`src/rtl/mem_stage.sv`:
```
// -----------------------------------------------------------------------------
// mem_stage : memory-access pipeline stage (execute -> MEM -> writeback)
//
// Takes the execute stage's effective address / ALU result, store operand,
// destination register and load/store controls. Loads and stores are issued
// to the data-memory port with a strobe that is held until dmem_resp_i.
// Load data is sign- or zero-extended. One result per retired instruction
// is registered toward writeback.
//
// Ports
//   clk, rst         : clock, asynchronous active-high reset
//   mem_valid_i      : instruction presented by execute
//   mem_read_i       : load
//   mem_write_i      : store
//   mem_funct3_i     : RV32I access size / signedness
//   mem_alu_out_i    : effective address or ALU result
//   mem_rs2_out_i    : store data
//   mem_rd_i         : destination register
//   mem_stall_o      : combinational stall toward execute
//   dmem_address_o   : word-aligned request address
//   dmem_read_o      : load strobe, held until response
//   dmem_write_o     : store strobe, held until response
//   dmem_wdata_o     : lane-replicated store data
//   dmem_mbe_o       : byte enables
//   dmem_rdata_i     : read data, valid with dmem_resp_i
//   dmem_resp_i      : one-cycle response completing the request
//   wb_valid_o       : one-cycle retire pulse
//   wb_rd_o          : retired destination register
//   wb_data_o        : retired result (load data, ALU result, or 0 for stores)
//   mem_misalign_o   : misaligned-access pulse (only with MEM_MISALIGN_TRAP_EN)
//
// Configuration macro: MEM_MISALIGN_TRAP_EN
//   defined   : misaligned halfword/word accesses are not issued; they raise a
//               one-cycle mem_misalign_o pulse and retire nothing.
//   undefined : low address bits are masked to natural alignment and the
//               access proceeds normally; mem_misalign_o does not exist.
// -----------------------------------------------------------------------------
module mem_stage #(
  parameter int width = 32
) (
  input  logic             clk,
  input  logic             rst,
  input  logic             mem_valid_i,
  input  logic             mem_read_i,
  input  logic             mem_write_i,
  input  logic [2:0]       mem_funct3_i,
  input  logic [width-1:0] mem_alu_out_i,
  input  logic [width-1:0] mem_rs2_out_i,
  input  logic [4:0]       mem_rd_i,
  output logic             mem_stall_o,
  output logic [width-1:0] dmem_address_o,
  output logic             dmem_read_o,
  output logic             dmem_write_o,
  output logic [width-1:0] dmem_wdata_o,
  output logic [3:0]       dmem_mbe_o,
  input  logic [width-1:0] dmem_rdata_i,
  input  logic             dmem_resp_i,
  output logic             wb_valid_o,
  output logic [4:0]       wb_rd_o,
  output logic [width-1:0] wb_data_o
`ifdef MEM_MISALIGN_TRAP_EN
  ,
  output logic             mem_misalign_o
`endif
);

  localparam logic [0:0] IDLE = 1'b0;
  localparam logic [0:0] BUSY = 1'b1;

  localparam logic [1:0] SIZE_BYTE = 2'b00;
  localparam logic [1:0] SIZE_HALF = 2'b01;

  logic [0:0]       state_r;
  logic             req_read_r;
  logic             req_write_r;
  logic [width-1:0] addr_r;
  logic [1:0]       ofs_r;
  logic [2:0]       funct3_r;
  logic [4:0]       rd_r;
  logic [width-1:0] wdata_r;
  logic [3:0]       mbe_r;
  logic             wb_valid_r;
  logic [4:0]       wb_rd_r;
  logic [width-1:0] wb_data_r;

  logic             is_mem_s;
  logic [1:0]       size_s;
  logic [1:0]       ofs_s;
  logic             trap_s;
  logic             accept_s;
  logic [3:0]       mbe_s;
  logic [width-1:0] wdata_s;
  logic [width-1:0] shifted_s;
  logic [width-1:0] load_data_s;
  logic             stall_s;

`ifdef MEM_MISALIGN_TRAP_EN
  logic             misalign_s;
  logic             misalign_r;
`endif

  // Request decode: size, aligned byte offset, byte enables and store lanes.
  always_comb begin
    is_mem_s = mem_valid_i & (mem_read_i | mem_write_i);
    size_s   = mem_funct3_i[1:0];
    // Offset is forced to the natural alignment; in trap builds misaligned
    // accesses never reach the port, so the masking is harmless there too.
    case (size_s)
      SIZE_BYTE: ofs_s = mem_alu_out_i[1:0];
      SIZE_HALF: ofs_s = {mem_alu_out_i[1], 1'b0};
      default:   ofs_s = 2'b00;
    endcase
    if (mem_read_i) begin
      mbe_s = 4'b1111;
    end else begin
      case (size_s)
        SIZE_BYTE: mbe_s = 4'b0001 << ofs_s;
        SIZE_HALF: mbe_s = 4'b0011 << ofs_s;
        default:   mbe_s = 4'b1111;
      endcase
    end
    case (size_s)
      SIZE_BYTE: wdata_s = {4{mem_rs2_out_i[7:0]}};
      SIZE_HALF: wdata_s = {2{mem_rs2_out_i[15:0]}};
      default:   wdata_s = mem_rs2_out_i;
    endcase
  end

`ifdef MEM_MISALIGN_TRAP_EN
  // Misalignment detection for the trapping configuration.
  always_comb begin
    if (size_s == SIZE_BYTE) begin
      misalign_s = 1'b0;
    end else if (size_s == SIZE_HALF) begin
      misalign_s = mem_alu_out_i[0];
    end else begin
      misalign_s = (mem_alu_out_i[1:0] != 2'b00);
    end
    trap_s = is_mem_s & misalign_s;
  end
`else
  assign trap_s = 1'b0;
`endif

  // Acceptance of a memory op and the upstream stall.
  always_comb begin
    accept_s = (state_r == IDLE) & is_mem_s & ~trap_s;
    case (state_r)
      IDLE:    stall_s = accept_s;
      BUSY:    stall_s = ~dmem_resp_i;
      default: stall_s = 1'b0;
    endcase
  end

  // Load extraction: shift the addressed lane down, then extend by funct3.
  always_comb begin
    shifted_s = dmem_rdata_i >> {ofs_r, 3'b000};
    case (funct3_r)
      3'b000:  load_data_s = {{24{shifted_s[7]}}, shifted_s[7:0]};
      3'b001:  load_data_s = {{16{shifted_s[15]}}, shifted_s[15:0]};
      3'b100:  load_data_s = {24'd0, shifted_s[7:0]};
      3'b101:  load_data_s = {16'd0, shifted_s[15:0]};
      default: load_data_s = dmem_rdata_i;
    endcase
  end

  // FSM, latched request and registered writeback outputs.
  always_ff @(posedge clk or posedge rst) begin
    if (rst) begin
      state_r     <= IDLE;
      req_read_r  <= 1'b0;
      req_write_r <= 1'b0;
      addr_r      <= '0;
      ofs_r       <= 2'b00;
      funct3_r    <= 3'b000;
      rd_r        <= 5'd0;
      wdata_r     <= '0;
      mbe_r       <= 4'b0000;
      wb_valid_r  <= 1'b0;
      wb_rd_r     <= 5'd0;
      wb_data_r   <= '0;
`ifdef MEM_MISALIGN_TRAP_EN
      misalign_r  <= 1'b0;
`endif
    end else begin
`ifdef MEM_MISALIGN_TRAP_EN
      misalign_r <= (state_r == IDLE) & trap_s;
`endif
      case (state_r)
        IDLE: begin
          if (accept_s) begin
            state_r     <= BUSY;
            req_read_r  <= mem_read_i;
            // A read wins if both controls are (illegally) high.
            req_write_r <= mem_write_i & ~mem_read_i;
            addr_r      <= {mem_alu_out_i[width-1:2], 2'b00};
            ofs_r       <= ofs_s;
            funct3_r    <= mem_funct3_i;
            rd_r        <= mem_rd_i;
            wdata_r     <= wdata_s;
            mbe_r       <= mbe_s;
            wb_valid_r  <= 1'b0;
          end else if (mem_valid_i & ~is_mem_s) begin
            wb_valid_r <= 1'b1;
            wb_rd_r    <= mem_rd_i;
            wb_data_r  <= mem_alu_out_i;
          end else begin
            wb_valid_r <= 1'b0;
          end
        end
        BUSY: begin
          if (dmem_resp_i) begin
            state_r     <= IDLE;
            req_read_r  <= 1'b0;
            req_write_r <= 1'b0;
            wb_valid_r  <= 1'b1;
            wb_rd_r     <= rd_r;
            wb_data_r   <= req_read_r ? load_data_s : '0;
          end else begin
            wb_valid_r <= 1'b0;
          end
        end
        default: begin
          state_r     <= IDLE;
          req_read_r  <= 1'b0;
          req_write_r <= 1'b0;
          wb_valid_r  <= 1'b0;
        end
      endcase
    end
  end

  assign mem_stall_o    = stall_s;
  assign dmem_address_o = addr_r;
  assign dmem_read_o    = req_read_r;
  assign dmem_write_o   = req_write_r;
  assign dmem_wdata_o   = wdata_r;
  assign dmem_mbe_o     = mbe_r;
  assign wb_valid_o     = wb_valid_r;
  assign wb_rd_o        = wb_rd_r;
  assign wb_data_o      = wb_data_r;
`ifdef MEM_MISALIGN_TRAP_EN
  assign mem_misalign_o = misalign_r;
`endif

endmodule

```
`config.mk`:
```
export PLATFORM = sky130hd
export DESIGN_NAME = mem_stage
export DESIGN_NICKNAME = d
export VERILOG_FILES = /design/src/rtl/mem_stage.sv
export SDC_FILE = /design/constraint.sdc
export NUM_CORES = 1
export LEC_CHECK = 0
export BUFFER_PORTS_ARGS = -buffer_cell sky130_fd_sc_hd__buf_2
export CORE_MARGIN = 4
export CORE_UTILIZATION = 25
export CTS_CLUSTER_SIZE = 14
export DETAILED_ROUTE_END_ITERATION = 8
export MAX_ROUTING_LAYER = met4
export SETUP_SLACK_MARGIN = 0.4
export SLEW_MARGIN = 15
export SYNTH_ARGS = -nofsm -noshare
export SYNTH_HDL_FRONTEND = slang
export SYNTH_SLANG_ARGS = --single-unit
```
`constraint.sdc`:
```
create_clock -name clk -period 4.9 [get_ports clk]
set_input_delay 0.735 -clock clk [delete_from_list [all_inputs] [get_ports clk]]
set_output_delay 0.735 -clock clk [all_outputs]
set_load 0.1 [all_outputs]
```
==> reports/metrics.csv <==
metric;value;unit
area leader, netlist;dfrtp_1;
ANT nets after route;0;
Commonest cells post-synth;181 x nand2_1, 117 x dfrtp_1, 60 x a21oi_1, 46 x mux2i_1, 38 x o21ai_0;
post-layout min period;2.75;ns
Pint;2.32;mW
crit path launch;state_r;
post-CTS sizing;0;
worst setup path class;reg -> out;
RePlAce Congestion;0.783;
top-count cell post-synth;nand2_1;
Core Rows;55;
total grt overflow;0;
Mapped Avg Cell Area;9.03;sq um
Yosys reg bits;117;
Leakage;3.84;nW
crit path max fanout;21;
# clock sinks;117;
worst-skew pair later-pin latency;0.42;ns
Root Driver;clkbuf_16;
largest net degree at the start of global routing;102;
fin. max-slew vios;0;
ys flop type;dfrtp_1;
CTS Buf Count;17;
share of layout cells above drive strength 1;32.5;%
clock tree from TritonCTS;done;
Distinct cells, synth;41;
Die Span Y;160;um
final setup fails;0;
Longest Clk Path Bufs;2;
routed vias/inst;4.66;
Die Width;160;um
Psw;2.82;mW
Startpoint Class;flop;
Iteration-0 DRC Markers;256;
Initial Utilization;25.4;%
R2R setup slack;2.59;ns
register area;2930;sq um
Die ar.;25500;sq um
EDFF count, synth;0;
Clk network pwr share;24.7;%
final net count;943;
area grow syn2layout;32.5;%
Post-CTS Setup Inserts;0;
drt first pass iters;4;
f_max;0.363;GHz
crit end category;primary output;
Ys Warns;0;
PwrDens;675;nW/um^2
Worst R2R Start;ofs_r[1];
Clk pin slew, worst setup/hold paths;0.06;ns
Vias;5294;
I/O Pins;219;
fin crit share;56.2;%
Inst Count DP;1099;
unrepaired setup endpoints after global routing;no;
CP required;4.16;ns
vias in the first global route;5326;
area of the core;22600;sq um
H-tree depth;4;
Worst Hold Class;in -> async;
final setup TNS;0;ns
status;completed;
FFs w/ async S/R, synth;100;%
area of the multi-input gates;2580;sq um
Finished Layout Cells;1135;
Switching Fraction;54.9;%
Comb pwr share;48.9;%
maxcap violations;0;
top cell type's share of synthesized area;51.0;%
worst vdd ir;0.381;mV
normalized max-slew margin;25.2;%
worst slew pin tran;1.12;ns
sequential power share;26.4;%
skew final;0.00912;ns
leading post-synthesis cells by cell area;dfrtp_1 51%, nand2_1 12%, mux2i_1 8.0%;
first-pass GRT wire length;31.2;mm
Mapped Cells;636;
DRT Wirelength;20.1;mm
hold-fix buffers at CTS;0;
gr usage total;16.1;%
average wire per standard cell;17.7;um
Final Hold Violating Endpoints;0;
Detail Placement HPWL;14.4;mm
initial antenna violation count;3;
number of fillers in the final layout;2354;
register area share after synthesis;51.0;%
crit path DAT;2.02;ns
DRC viols;0;
mapped cell area;5740;sq um
I/O Buffers;216;
==> logic make-up after synthesis <==
family	Yosys count	synth area share, %
AND/OR/NAND/NOR	267	20.9
other	1	0.0653
flip-flops	117	51.0
AO/OA/AOI/OAI	154	15.7
multiplexers	46	8.02
buffers and inverters	51	4.40
==> placed cells by master, fill, tap and decap left out, types with 4 or more instances in the layout <==
| cell type | count |
|---|---|
| nand2b_1 | 7 |
| inv_6 | 8 |
| mux2i_1 | 46 |
| o221ai_1 | 7 |
| dfrtp_1 | 117 |
| nor3b_1 | 6 |
| nand2_1 | 181 |
| diode_2 | 4 |
| o31ai_1 | 19 |
| clkbuf_16 | 17 |
| buf_2 | 216 |
| a21oi_1 | 60 |
| and3_2 | 10 |
| nor2b_1 | 17 |
| o21ai_0 | 37 |
| nor2_1 | 30 |
| and3_1 | 6 |
| buf_4 | 6 |
| inv_1 | 5 |
| a31oi_1 | 18 |
==> power by group through the flow <==
stage | clock network, mW | logic (mW) | registers, mW
after detailed placement | 0 | 2.53 | 1.37
after floorplan | 0 | 0.494 | 2.93
after global placement | 0 | 2.52 | 1.37
after global routing | 1.34 | 2.63 | 1.39
after CTS | 1.31 | 2.53 | 1.36
final | 1.27 | 2.51 | 1.36
==> through the flow <==
| stage | power, mW | utilization [%] | area (sq um) | setup WS, ns | hold slack [ns] |
|---|---|---|---|---|---|
| 4_1_cts | 5.20 | 33.6 | 7600 | 2.08 | 0.431 |
| 3_5_place_dp | 3.90 | 31.0 | 7020 | 2.33 | 0.457 |
| 6_report | 5.14 | 33.6 | 7610 | 2.15 | 0.401 |
| 3_3_place_gp | 3.88 | 31.0 | 7020 | 2.38 | 0.452 |
| 2_1_floorplan | 3.43 | - | 5750 | 0.970 | 0.445 |
| 5_1_grt | 5.36 | 33.6 | 7610 | 2.02 | 0.451 |
==> critical path, stage by stage, from the launching register on <==
cell,delay [ns]
dfrtp_1,0.32
buf_4,0.29
inv_1,0.07
buf_4,0.20
o21ai_0,0.23
buf_2,0.47
==> final timing paths <==
kind / endpoint / depth (start not counted)
worst max register to register: wb_data_o[8] / 4
min in group clk: dmem_address_o[24] / 2
worst min-delay path: dmem_address_o[30] / 2
max in group asynchronous: rd_r[3] / 3
worst max-delay path: mem_stall_o / 5
worst min register to register: dmem_address_o[24] / 2
==> state kept, by name (all words and copies together) (netlist names) <==
name	cells
dmem_mbe_o	4
dmem_address_o	30
ofs_r	2
funct3_r	3
state_r	1
wb_rd_o	5
dmem_read_o	1
dmem_wdata_o	32
wb_data_o	32
wb_valid_o	1
rd_r	5
dmem_write_o	1
==> cell type report <==
class                   count  area share [%]
repair buffers            222            14.8
multi-input cells         469            33.9
clock inverters            15            2.09
flip-flops and latches    117            38.5
clock buffers              17            5.59
well taps                 285            4.68
diodes                      4           0.131
inverters                   6           0.362
==> metal layers <==
metal	up-vias	global-route usage (%)	part of all wire, %
li1	2580	-	-
met1	2519	20.6	45
met2	176	24.8	47
met3	19	4.89	7.3
met4	0	4.62	1.4
met5	-	-	0
(Power assumes the default switching activity.)
